File: config.mk
export PLATFORM = sky130hd
export DESIGN_NAME = sha_iterative_round_stage
export DESIGN_NICKNAME = d
export VERILOG_FILES = /design/src/rtl/sha_iterative_round_stage.sv
export SDC_FILE = /design/constraint.sdc
export NUM_CORES = 1
export LEC_CHECK = 0
export BUFFER_PORTS_ARGS = -buffer_cell sky130_fd_sc_hd__buf_2
export CORE_AREA = 2 2 255 257
export CTS_CLUSTER_SIZE = 10
export DETAILED_ROUTE_END_ITERATION = 12
export DIE_AREA = 0 0 257 259
export PLACE_DENSITY = 0.76
export SETUP_SLACK_MARGIN = 0.5
export SLEW_MARGIN = 40
export SYNTH_ARGS = -nofsm -noshare
export SYNTH_HDL_FRONTEND = slang
export SYNTH_SLANG_ARGS = --single-unit
File: constraint.sdc
create_clock -name clk -period 10.6 [get_ports clk]
set_input_delay 2.12 -clock clk [delete_from_list [all_inputs] [get_ports clk]]
set_output_delay 2.12 -clock clk [all_outputs]
set_load 0.05 [all_outputs]
File: src/rtl/sha_iterative_round_stage.sv
// sha_iterative_round_stage
//
// Iterative SHA-256 compression stage. One round datapath is reused for
// ROUNDS consecutive rounds starting at round FIRST_ROUND, one round per
// clock. Stages chain through valid/ready, so a 64-round core is a cascade
// of these. The newblock flag travels with each block.
//
// Parameters
//   FIRST_ROUND  first SHA-256 round index applied (0..63)
//   ROUNDS       rounds applied per block (1..64), FIRST_ROUND+ROUNDS <= 64
//
// Ports
//   clk          rising-edge clock
//   rst_n        asynchronous active-low reset
//   state_i      working variables, a in [255:224] down to h in [31:0]
//   W_i          message words, W_i[32*j +: 32] feeds round FIRST_ROUND+j
//   newblock_i   sideband flag carried with the block
//   valid_i      input block present
//   ready_o      stage accepts an input block this cycle
//   state_o      working variables after ROUNDS rounds (valid with valid_o)
//   newblock_o   sideband flag of the block on state_o
//   valid_o      result present
//   ready_i      downstream accepts the result
//   blocks_o     completed-block count, saturating (only with the macro)
//
// Optional feature: define SHA_STAGE_PERF_CNT_EN to add the blocks_o
// completed-block counter.

module sha_iterative_round_stage #(
    parameter int FIRST_ROUND = 0,
    parameter int ROUNDS      = 4
) (
    input  logic                  clk,
    input  logic                  rst_n,
    input  logic [255:0]          state_i,
    input  logic [32*ROUNDS-1:0]  W_i,
    input  logic                  newblock_i,
    input  logic                  valid_i,
    output logic                  ready_o,
    output logic [255:0]          state_o,
    output logic                  newblock_o,
    output logic                  valid_o,
    input  logic                  ready_i
`ifdef SHA_STAGE_PERF_CNT_EN
    ,
    output logic [31:0]           blocks_o
`endif
);

    localparam int CNT_W = (ROUNDS > 1) ? $clog2(ROUNDS) : 1;

    localparam logic [1:0] S_IDLE = 2'd0;
    localparam logic [1:0] S_BUSY = 2'd1;
    localparam logic [1:0] S_DONE = 2'd2;

    localparam logic [31:0] K_TAB [64] = '{
        32'h428a2f98, 32'h71374491, 32'hb5c0fbcf, 32'he9b5dba5,
        32'h3956c25b, 32'h59f111f1, 32'h923f82a4, 32'hab1c5ed5,
        32'hd807aa98, 32'h12835b01, 32'h243185be, 32'h550c7dc3,
        32'h72be5d74, 32'h80deb1fe, 32'h9bdc06a7, 32'hc19bf174,
        32'he49b69c1, 32'hefbe4786, 32'h0fc19dc6, 32'h240ca1cc,
        32'h2de92c6f, 32'h4a7484aa, 32'h5cb0a9dc, 32'h76f988da,
        32'h983e5152, 32'ha831c66d, 32'hb00327c8, 32'hbf597fc7,
        32'hc6e00bf3, 32'hd5a79147, 32'h06ca6351, 32'h14292967,
        32'h27b70a85, 32'h2e1b2138, 32'h4d2c6dfc, 32'h53380d13,
        32'h650a7354, 32'h766a0abb, 32'h81c2c92e, 32'h92722c85,
        32'ha2bfe8a1, 32'ha81a664b, 32'hc24b8b70, 32'hc76c51a3,
        32'hd192e819, 32'hd6990624, 32'hf40e3585, 32'h106aa070,
        32'h19a4c116, 32'h1e376c08, 32'h2748774c, 32'h34b0bcb5,
        32'h391c0cb3, 32'h4ed8aa4a, 32'h5b9cca4f, 32'h682e6ff3,
        32'h748f82ee, 32'h78a5636f, 32'h84c87814, 32'h8cc70208,
        32'h90befffa, 32'ha4506ceb, 32'hbef9a3f7, 32'hc67178f2
    };

    generate
        if (FIRST_ROUND < 0 || ROUNDS < 1 || FIRST_ROUND + ROUNDS > 64) begin : g_bad_cfg
            $error("sha_iterative_round_stage: FIRST_ROUND/ROUNDS out of range");
        end
    endgenerate

    function automatic logic [31:0] rotr(input logic [31:0] x, input int n);
        return (x >> n) | (x << (32 - n));
    endfunction

    function automatic logic [31:0] big_sigma0(input logic [31:0] x);
        return rotr(x, 2) ^ rotr(x, 13) ^ rotr(x, 22);
    endfunction

    function automatic logic [31:0] big_sigma1(input logic [31:0] x);
        return rotr(x, 6) ^ rotr(x, 11) ^ rotr(x, 25);
    endfunction

    // One SHA-256 round on the packed working variables, all sums mod 2^32.
    function automatic logic [255:0] sha_round(input logic [255:0] s,
                                               input logic [31:0]  k,
                                               input logic [31:0]  w);
        logic [31:0] a, b, c, d, e, f, g, h, t1, t2;
        {a, b, c, d, e, f, g, h} = s;
        t1 = h + big_sigma1(e) + ((e & f) ^ (~e & g)) + k + w;
        t2 = big_sigma0(a) + ((a & b) ^ (a & c) ^ (b & c));
        return {t1 + t2, a, b, c, d + t1, e, f, g};
    endfunction

    function automatic logic [31:0] sat_inc32(input logic [31:0] x);
        return (x == 32'hFFFFFFFF) ? x : x + 32'd1;
    endfunction

    logic [1:0]           fsm_p0;
    logic [CNT_W-1:0]     cnt_p0;
    logic [255:0]         st_p0;
    logic [32*ROUNDS-1:0] w_p0;
    logic                 nb_p0;

    logic                 accept;
    logic                 last_round;
    logic [5:0]           rnd_idx;
    logic [31:0]          w_cur;
    logic [255:0]         st_next;

    // Only DONE forwards ready_i combinationally; IDLE is always ready.
    assign ready_o    = (fsm_p0 == S_IDLE) || ((fsm_p0 == S_DONE) && ready_i);
    assign valid_o    = (fsm_p0 == S_DONE);
    assign accept     = valid_i && ready_o;
    assign last_round = (cnt_p0 == CNT_W'(ROUNDS - 1));
    assign rnd_idx    = 6'(FIRST_ROUND) + 6'(cnt_p0);
    assign w_cur      = w_p0[32*cnt_p0 +: 32];
    assign st_next    = sha_round(st_p0, K_TAB[rnd_idx], w_cur);

    assign state_o    = st_p0;
    assign newblock_o = nb_p0;

    // ---- stage boundary: held block state, round counter and FSM ----
    always_ff @(posedge clk or negedge rst_n) begin
        if (!rst_n) begin
            fsm_p0 <= S_IDLE;
            cnt_p0 <= '0;
            st_p0  <= '0;
            nb_p0  <= 1'b0;
        end else begin
            case (fsm_p0)
                S_IDLE: begin
                    if (accept) begin
                        st_p0  <= state_i;
                        nb_p0  <= newblock_i;
                        cnt_p0 <= '0;
                        fsm_p0 <= S_BUSY;
                    end
                end
                S_BUSY: begin
                    st_p0  <= st_next;
                    cnt_p0 <= cnt_p0 + CNT_W'(1);
                    if (last_round) begin
                        fsm_p0 <= S_DONE;
                    end
                end
                S_DONE: begin
                    if (accept) begin
                        st_p0  <= state_i;
                        nb_p0  <= newblock_i;
                        cnt_p0 <= '0;
                        fsm_p0 <= S_BUSY;
                    end else if (ready_i) begin
                        fsm_p0 <= S_IDLE;
                    end
                end
                default: begin
                    fsm_p0 <= S_IDLE;
                end
            endcase
        end
    end

    // Message words are only read while BUSY, so they need no reset.
    always_ff @(posedge clk) begin
        if (accept) begin
            w_p0 <= W_i;
        end
    end

`ifdef SHA_STAGE_PERF_CNT_EN
    logic [31:0] blk_cnt;

    always_ff @(posedge clk or negedge rst_n) begin
        if (!rst_n) begin
            blk_cnt <= '0;
        end else if (valid_o && ready_i) begin
            blk_cnt <= sat_inc32(blk_cnt);
        end
    end

    assign blocks_o = blk_cnt;
`endif

endmodule

### After elaboration in Yosys (flattened, before gate mapping)

Memories as Yosys holds them, arrays and structs flattened.
Cells that the tools add are included.

| storage, ports and cells | value |
|---|---|
| memory bits (read-only) | 2048 |
| output and inout bits | 259 |
| bits in writable memories | 0 |
| latch bits | 0 |
| bits in registers | 389 |
| memories kept | 1 |

| operators by class | value |
|---|---|
| multipliers | 0 |
| divide/modulo/power cells | 0 |
| magnitude comparators | 1 |
| reduce and logical (&&, ||, !) cells | 9 |
| shift operators | 1 |
| equality and inequality tests | 7 |
| add/subtract/negate cells | 8 |
| bitwise logic cells | 20 |
| muxes and demuxes | 11 |

Memories:

| name | words | width | rd ports | clocked after memory_dff | write ports | RTL line | RTL |
|---|---|---|---|---|---|---|---|
| (name not given) | 64 | 32 | 1 | 0 | 0 | 127 | `assign st_next = sha_round(st_p0, K_TAB[rnd_idx], w_cur);` |

Operator list:

| operator | number |
|---|---|
| $pmux 256 s2 | 1 |
| $mux 256 | 1 |
| $add 32x32->32 | 7 |
| $xor 32x32->32 | 7 |
| $and 32x32->32 | 5 |
| $shiftx 128x8->32 | 1 |
| $mux 32 | 2 |
| $not 32->32 | 1 |
| $or 10x32->32 | 1 |
| $or 19x32->32 | 1 |
| $or 21x32->32 | 1 |
| $or 26x32->32 | 1 |
| $or 30x32->32 | 1 |
| $or 7x32->32 | 1 |
| $mux 2 | 5 |
| $ge 7x7->1 const B | 1 |
| $not 2->7 | 1 |
| $pmux 2 s3 | 1 |
| $eq 2x2->1 const B | 2 |
| $ne 2x2->1 const B | 2 |
| $pmux 2 s2 | 1 |
| $reduce_and 2->1 | 2 |
| $ne 3x1->1 const B | 1 |
| $reduce_and 3->1 | 1 |
| other kinds (8) | 9 |

### Logic depth before layout (Yosys ltp)

Gate-level depths: netlist of the first run.

| depth | value |
|---|---|
| word-level depth | 9 |
| mapped depth | 34 |

### Worst setup path before layout of the first run

Ideal clock, no wire load.

| timing path | value |
|---|---|
| kind | input -> register |
| start | input valid_i |
| end | register nb_p0, in the netlist newblock_o |
| arrival | 8.882 ns |
| buffers on the path | 0 |
| stages | 3 |
| path slack | 1.624 ns |
| path through | nor2b_1 -> nor2b_1 -> mux2_2 |

| on the way | value |
|---|---|
| longest elaborated chain between the ends | 2 |

Ends and longest elaborated chain:

| element | RTL line | RTL |
|---|---|---|
| start: declaration | 38 | `input logic valid_i,` |
| $logic_and 1x1->1 | 123 | `assign accept = valid_i && ready_o;` |
| via accept | 114 | `logic accept;` |
| $reduce_and 2->1 (no source line) | -- |  |
| end signal: assignment | 144 | `nb_p0 <= newblock_i;` |
| end signal: assignment | 159 | `nb_p0 <= newblock_i;` |
| end: declaration | 112 | `logic nb_p0;` |

The timed path passes the listed nets, and every way through them passes these cells.
A chain may end at the register's enable or synchronous reset.

### Worst setup path after layout of the first run

| timing path | value |
|---|---|
| start | register cnt_p0[1] |
| end | register st_p0[255], in the netlist state_o[255] |

| on the way | value |
|---|---|
| longest elaborated chain between the ends | 8 |

Ends and longest elaborated chain:

| element | RTL line | RTL |
|---|---|---|
| start: declaration | 109 | `logic [CNT_W-1:0] cnt_p0;` |
| start signal: assignment | 151 | `cnt_p0 <= cnt_p0 + CNT_W'(1);` |
| $not 2->7 (not written as such) | 127 |  |
| $mem_v2 64x32 | -- |  |
| $mux 32 (not written as such) (2 in a row) | 127 |  |
| $add 32x32->32 | 99 | `t1 = h + big_sigma1(e) + ((e & f) ^ (~e & g)) + k + w;` |
| $add 32x32->32 (*) | 99 |  |
| $add 32x32->32 (*) | 101 | `return {t1 + t2, a, b, c, d + t1, e, f, g};` |
| $pmux 256 s2 (*) | 140 | `case (fsm_p0)` |
| end signal: assignment | 143 | `st_p0 <= state_i;` |
| end signal: assignment | 150 | `st_p0 <= st_next;` |
| end signal: assignment | 158 | `st_p0 <= state_i;` |
| end: declaration | 110 | `logic [255:0] st_p0;` |

Every way passes the cells marked *; elsewhere a longest branch is shown, timed or not. The select of a mux whose other input is x is not followed.

==> metrics, run 1 <==
status=finished, final reports clean; Crit Path Class=register to register; Routed WL=approximately 100000 um; CTS Buffer Depth=3; RR Startpoint=cnt_p0[1]; most used cell, CP=inv_1; Mapped Area=around 0.026 mm2; Sink Count=389; CTS clock-pin slew for the worst setup and hold paths=roughly 0.070 ns; die area=between 0.06 and 0.07 mm2; fmax=approximately 0.12 GHz; Yosys Warn Count=0; flops & latches, synth=just under 400; nets=between 3000 and 4000; Die Wd=between 200 and 300 um; post-CTS setup buffers=0; Startpoint Class=register; count of cell types in the netlist=~80; hold path startpoint=newblock_o; port bufs=between 600 and 700; Data required, critical path=between 10 and 15 ns; Worst-Margin Slew=about 0.8 ns; R2R setup slack=a little under 2 ns; post-CTS sizing=0; CP arrival=~9 ns; PnR worst setup slack=roughly 1.9 ns; dpl cells=3972; number of global-route vias before repair=21878; period utilization=0.816; first-pass GRT wire length=about 140000 um; residual DRC count=0; # hold bufs at CTS=0; unrepaired setup endpoints after global routing=false; core area=between 0.06 and 0.07 mm2; Starting Density=0.414; worst rel slew slack=0.456; DP Wirelength=77200 um; pin count of the biggest net entering global routing=161; H-tree depth=2; max cap viols=0; cells after synthesis=about 2600; initial DRC count=~1800; Post-Layout Cell Count=4070; Mapped Nets=3221; total iterations of the first detailed-routing run=7; FFs w/ async S/R, synth=0.671; DR vias/cell=~5.4; CTS tree=built; Setup TNS=0 ns; area delta synth->final=21.0%; All-Layer GR Usage=0.289; Top Ports=648; total CTS buffers=49; top_reg_cell synth=dfrtp_1; drt wl/cell=24.1 um; placed cell areas=about 0.030 mm2; setup violators final=0; number of synthesized flops with an enable pin=128; pre-CTS setup slack=around 2.0 ns; remaining global-route overflow=0; GP Congestion=between 0.9 and 1; highest cell delay on the worst timing path=around 0.61 ns; Fillers=about 6000; Final Hold Vio Count=0; CP max-delay cell=o41ai_1; Final Critical Period=8.65 ns; worst min path class=register to register; CP Max Fanout=38; post-route ant nets=0; layout cell share with drive strength beyond 1=0.250; initial antenna violation count=18; Clk Latency, worst-skew pair=around 0.6 ns; # rows=93; syn avg cell area=just over 10 um2; die height=approximately 260 um; endpoint class of the critical path=register; crit path from=cnt_p0[1]; Slew Viols, Final=0; Final Cell Area=~0.032 mm2; sequential area share after synthesis=0.393; clk_skew=between 0.02 and 0.03 ns; clock root cell=clkbuf_16; vias=between 20000 and 25000
[critical path: cells and delay by family, from the launching register on]
kind | cells | cell delay (ns)
adder cells (fa/ha/maj) | 7 | 2.69
AO/OA/AOI/OAI | 12 | 2.58
AND/OR/NAND/NOR | 5 | 1.42
buffers and inverters | 6 | 1.20
flip-flops | 1 | 0.33
XOR/XNOR | 1 | 0.16
multiplexers | 1 | 0.11
[metrics by stage]
stage / utilization / hold slack [ns]
after CTS: 0.500 / 0.504
final: 0.501 / 0.503
after global routing: 0.501 / 0.521
after floorplan: - / 0.494
after global placement: 0.475 / 0.486
after detailed placement: 0.476 / 0.493
[flip-flops by register name, summed over array words and instances (netlist names)]
register and cells:
cnt_p0 2, fsm_p0 2, newblock_o 1, state_o 256, w_p0 128
[per-layer routing]
metal	GRT usage	wire [um]	vias up
met5	0	117	-
met4	0.110	3930	18
met3	0.0580	6920	216
met2	0.474	46600	953
met1	0.379	40500	10731
li1	-	-	10089
[logic make-up after synthesis]
group,Yosys count,share of synthesized area
multiplexers,283,0.122
AO/OA/AOI/OAI,625,0.139
XOR/XNOR,206,0.0693
flip-flops,389,0.393
AND/OR/NAND/NOR,466,0.0766
buffers and inverters,415,0.0590
adder cells (fa/ha/maj),225,0.142
[cells in the mapped netlist (all sizes together), types with 79 or more instances]
master  count  area (um2)
o21ai     331        1660
nand2     293        1100
dfrtp     261        6530
inv       249         935
mux2i     243        2430
clkbuf    156         586
edfxtp    128        3840
xnor2     125        1090
fa        124        2480
a21oi     111         567
ha         99        1240
xor2       79         692
[final cells by class]
| cell class | count | area [um2] | area share |
|---|---|---|---|
| multi-input cells | 1805 | 14500 | 0.454 |
| flip-flops and latches | 389 | 10400 | 0.324 |
| repair buffers | 674 | 3530 | 0.110 |
| clock buffers | 78 | 1410 | 0.0439 |
| well taps | 855 | 1070 | 0.0334 |
| inverters | 249 | 935 | 0.0292 |
| clock inverters | 10 | 133 | 0.00415 |
| diodes | 10 | 25.0 | 0.000782 |
[path summary, 6_finish.rpt]
check,end,depth (start not counted)
hold / removal,newblock_o,1
min in group asynchronous,state_o[184],1
max in group asynchronous,state_o[141],3
setup reg to reg,state_o[255],32
hold reg to reg,newblock_o,1
setup / recovery,state_o[255],32
[cell usage in the layout (no fill, tap or decap), types with 79 or more instances in the layout]
master and n:
xnor2_1 125, o21ai_0 316, a21oi_1 108, fa_1 124, nand2_1 293, mux2i_1 243
edfxtp_1 128, inv_1 249, xor2_1 79, dfrtp_1 259, ha_1 99, buf_2 646
Power of run 1 is not shown: default switching activity piles up to over one toggle a cycle in this logic, so the estimate is an artifact.
==> run 2, diff against run 1 <==
clock period = 8.3 ns   (was 10.6 ns; I/O delays follow)
==> run 2 against run 1 <==
Register-to-register slack worse by 1.2 ns. Cell count rose by 1.0%. Non-clock buffer count rose by 39. Die area stayed put. Critical path type unchanged. Largest cell class unchanged. Critical endpoint is now state_o[253]. Routed wire length increased by 1.3%.
==> metrics, run 2 (synthesized netlist as in run 1, its figures left out) <==
Setup TNS=0 ns; max FFs per register=approximately 260; Starting Density=0.414; drt wl/cell=approximately 24 um; total iterations of the first detailed-routing run=6; unrepaired setup endpoints after global routing=true; Top Ports=between 600 and 700; worst min path class=register to register; Die Wd=257 um; post-route ant nets=0; max cap viols=0; # rows=93; Clk Latency, worst-skew pair=about 0.60 ns; placed cell areas=roughly 0.03 mm2; core area=~0.064 mm2; die height=roughly 260 um; period utilization=0.909; Fillers=between 5000 and 6000; fmax=roughly 0.13 GHz; CTS tree=built; Worst-Margin Slew=approximately 0.9 ns; die area=~0.067 mm2; worst rel slew slack=0.398; remaining global-route overflow=0; GP Congestion=between 0.9 and 1; total CTS buffers=49; Slew Viols, Final=0; Final Hold Vio Count=0; highest cell delay on the worst timing path=0.60 ns; CP arrival=8.05 ns; nets=between 3000 and 4000; clock root cell=clkbuf_16; Routed WL=about 100000 um; endpoint class of the critical path=register; WHS=around 0.5 ns; commonest non-fill, non-tap cells in the layout=buf_2 (646), o21ai_0 (314), nand2_1 (291), dfrtp_1 (259), inv_1 (247); CP Max Fanout=6; number of global-route vias before repair=21869; layout cell share with drive strength beyond 1=0.274; Final Cell Area=0.0328 mm2; H-tree depth=2; initial DRC count=slightly above 2000; Data required, critical path=roughly 9 ns; clk_skew=between 0.02 and 0.025 ns; most common cell after layout, fill and taps aside=buf_2; first-pass GRT wire length=roughly 140000 um; residual DRC count=0; Crit Path Class=register to register; setup violators final=0; status=finished, final reports clean; initial antenna violation count=25; DP Wirelength=slightly below 80000 um; CTS Buffer Depth=3; Final Critical Period=7.54 ns; area delta synth->final=24.1%; All-Layer GR Usage=0.290; Sink Count=a little under 400; vias=approximately 22000; DR vias/cell=5.42; port bufs=between 600 and 700; pin count of the biggest net entering global routing=between 150 and 200; CP max-delay cell=or4b_1; Startpoint Class=register; CTS clock-pin slew for the worst setup and hold paths=roughly 0.060 ns
run 2: stage by stage:
stage	util	cells	setup slack (ns)
2_1_floorplan	-	2609	0.504
3_3_place_gp	0.478	3993	0.464
3_5_place_dp	0.480	3996	0.409
4_1_cts	0.505	4085	0.498
5_1_grt	0.513	4109	0.417
6_report	0.513	4112	0.756
run 2: worst max-delay path, delay by kind of cell (launching register included):
kind                     cells  cell delay (ns)
adder cells (fa/ha/maj)      6             2.65
flip-flops                   1             0.42
AND/OR/NAND/NOR              6             1.46
multiplexers                 1             0.54
AO/OA/AOI/OAI               10             1.53
buffers and inverters        6             0.60
XOR/XNOR                     1             0.24
run 2: area by class of cell:
cell class                 count  area [um2]  area share
tap                          855        1070      0.0326
sequential                   389       10400       0.317
antenna                       13        32.5    0.000992
clock inverter                10         218     0.00664
inverter                     249         935      0.0285
clock buffer                  78        1390      0.0422
multi-input combinational   1805       14900       0.454
timing repair buffer         713        3890       0.119
run 2: routing by layer:
metal	GRT usage	up-vias	share of wire	wire (um)
li1	-	10169	-	-
met1	0.384	10909	0.41	41000
met5	0	-	0.0010	101
met2	0.480	986	0.48	47700
met3	0.0538	198	0.073	7290
met4	0.0967	16	0.033	3300
run 2: path summary, 6_finish.rpt:
path | from | end | slack (ns) | depth (start not counted)
max | cnt_p0[0] | state_o[253] | 0.76 | 30
min | state_o[28] | state_o[28] | 0.51 | 2
max in group asynchronous | rst_n | state_o[197] | 5.93 | 3
max reg2reg | cnt_p0[0] | state_o[253] | 0.76 | 30
min reg2reg | state_o[28] | state_o[28] | 0.51 | 2
min in group asynchronous | rst_n | state_o[184] | 1.03 | 1
run 2: what timing repair did:
| item | 4_1_cts | 5_1_grt |
|---|---|---|
| gates resized for setup | 6 | 60 |
| endpoints found under the setup margin | 9 | 22 |
| hold endpoints to repair | 0 | 0 |
| pin swaps | 0 | 17 |
| cloned | 0 | 1 |
| buffers inserted | 1 | 13 |
| hold buffers | 0 | 0 |
Power of run 2 is left out for the same reason.
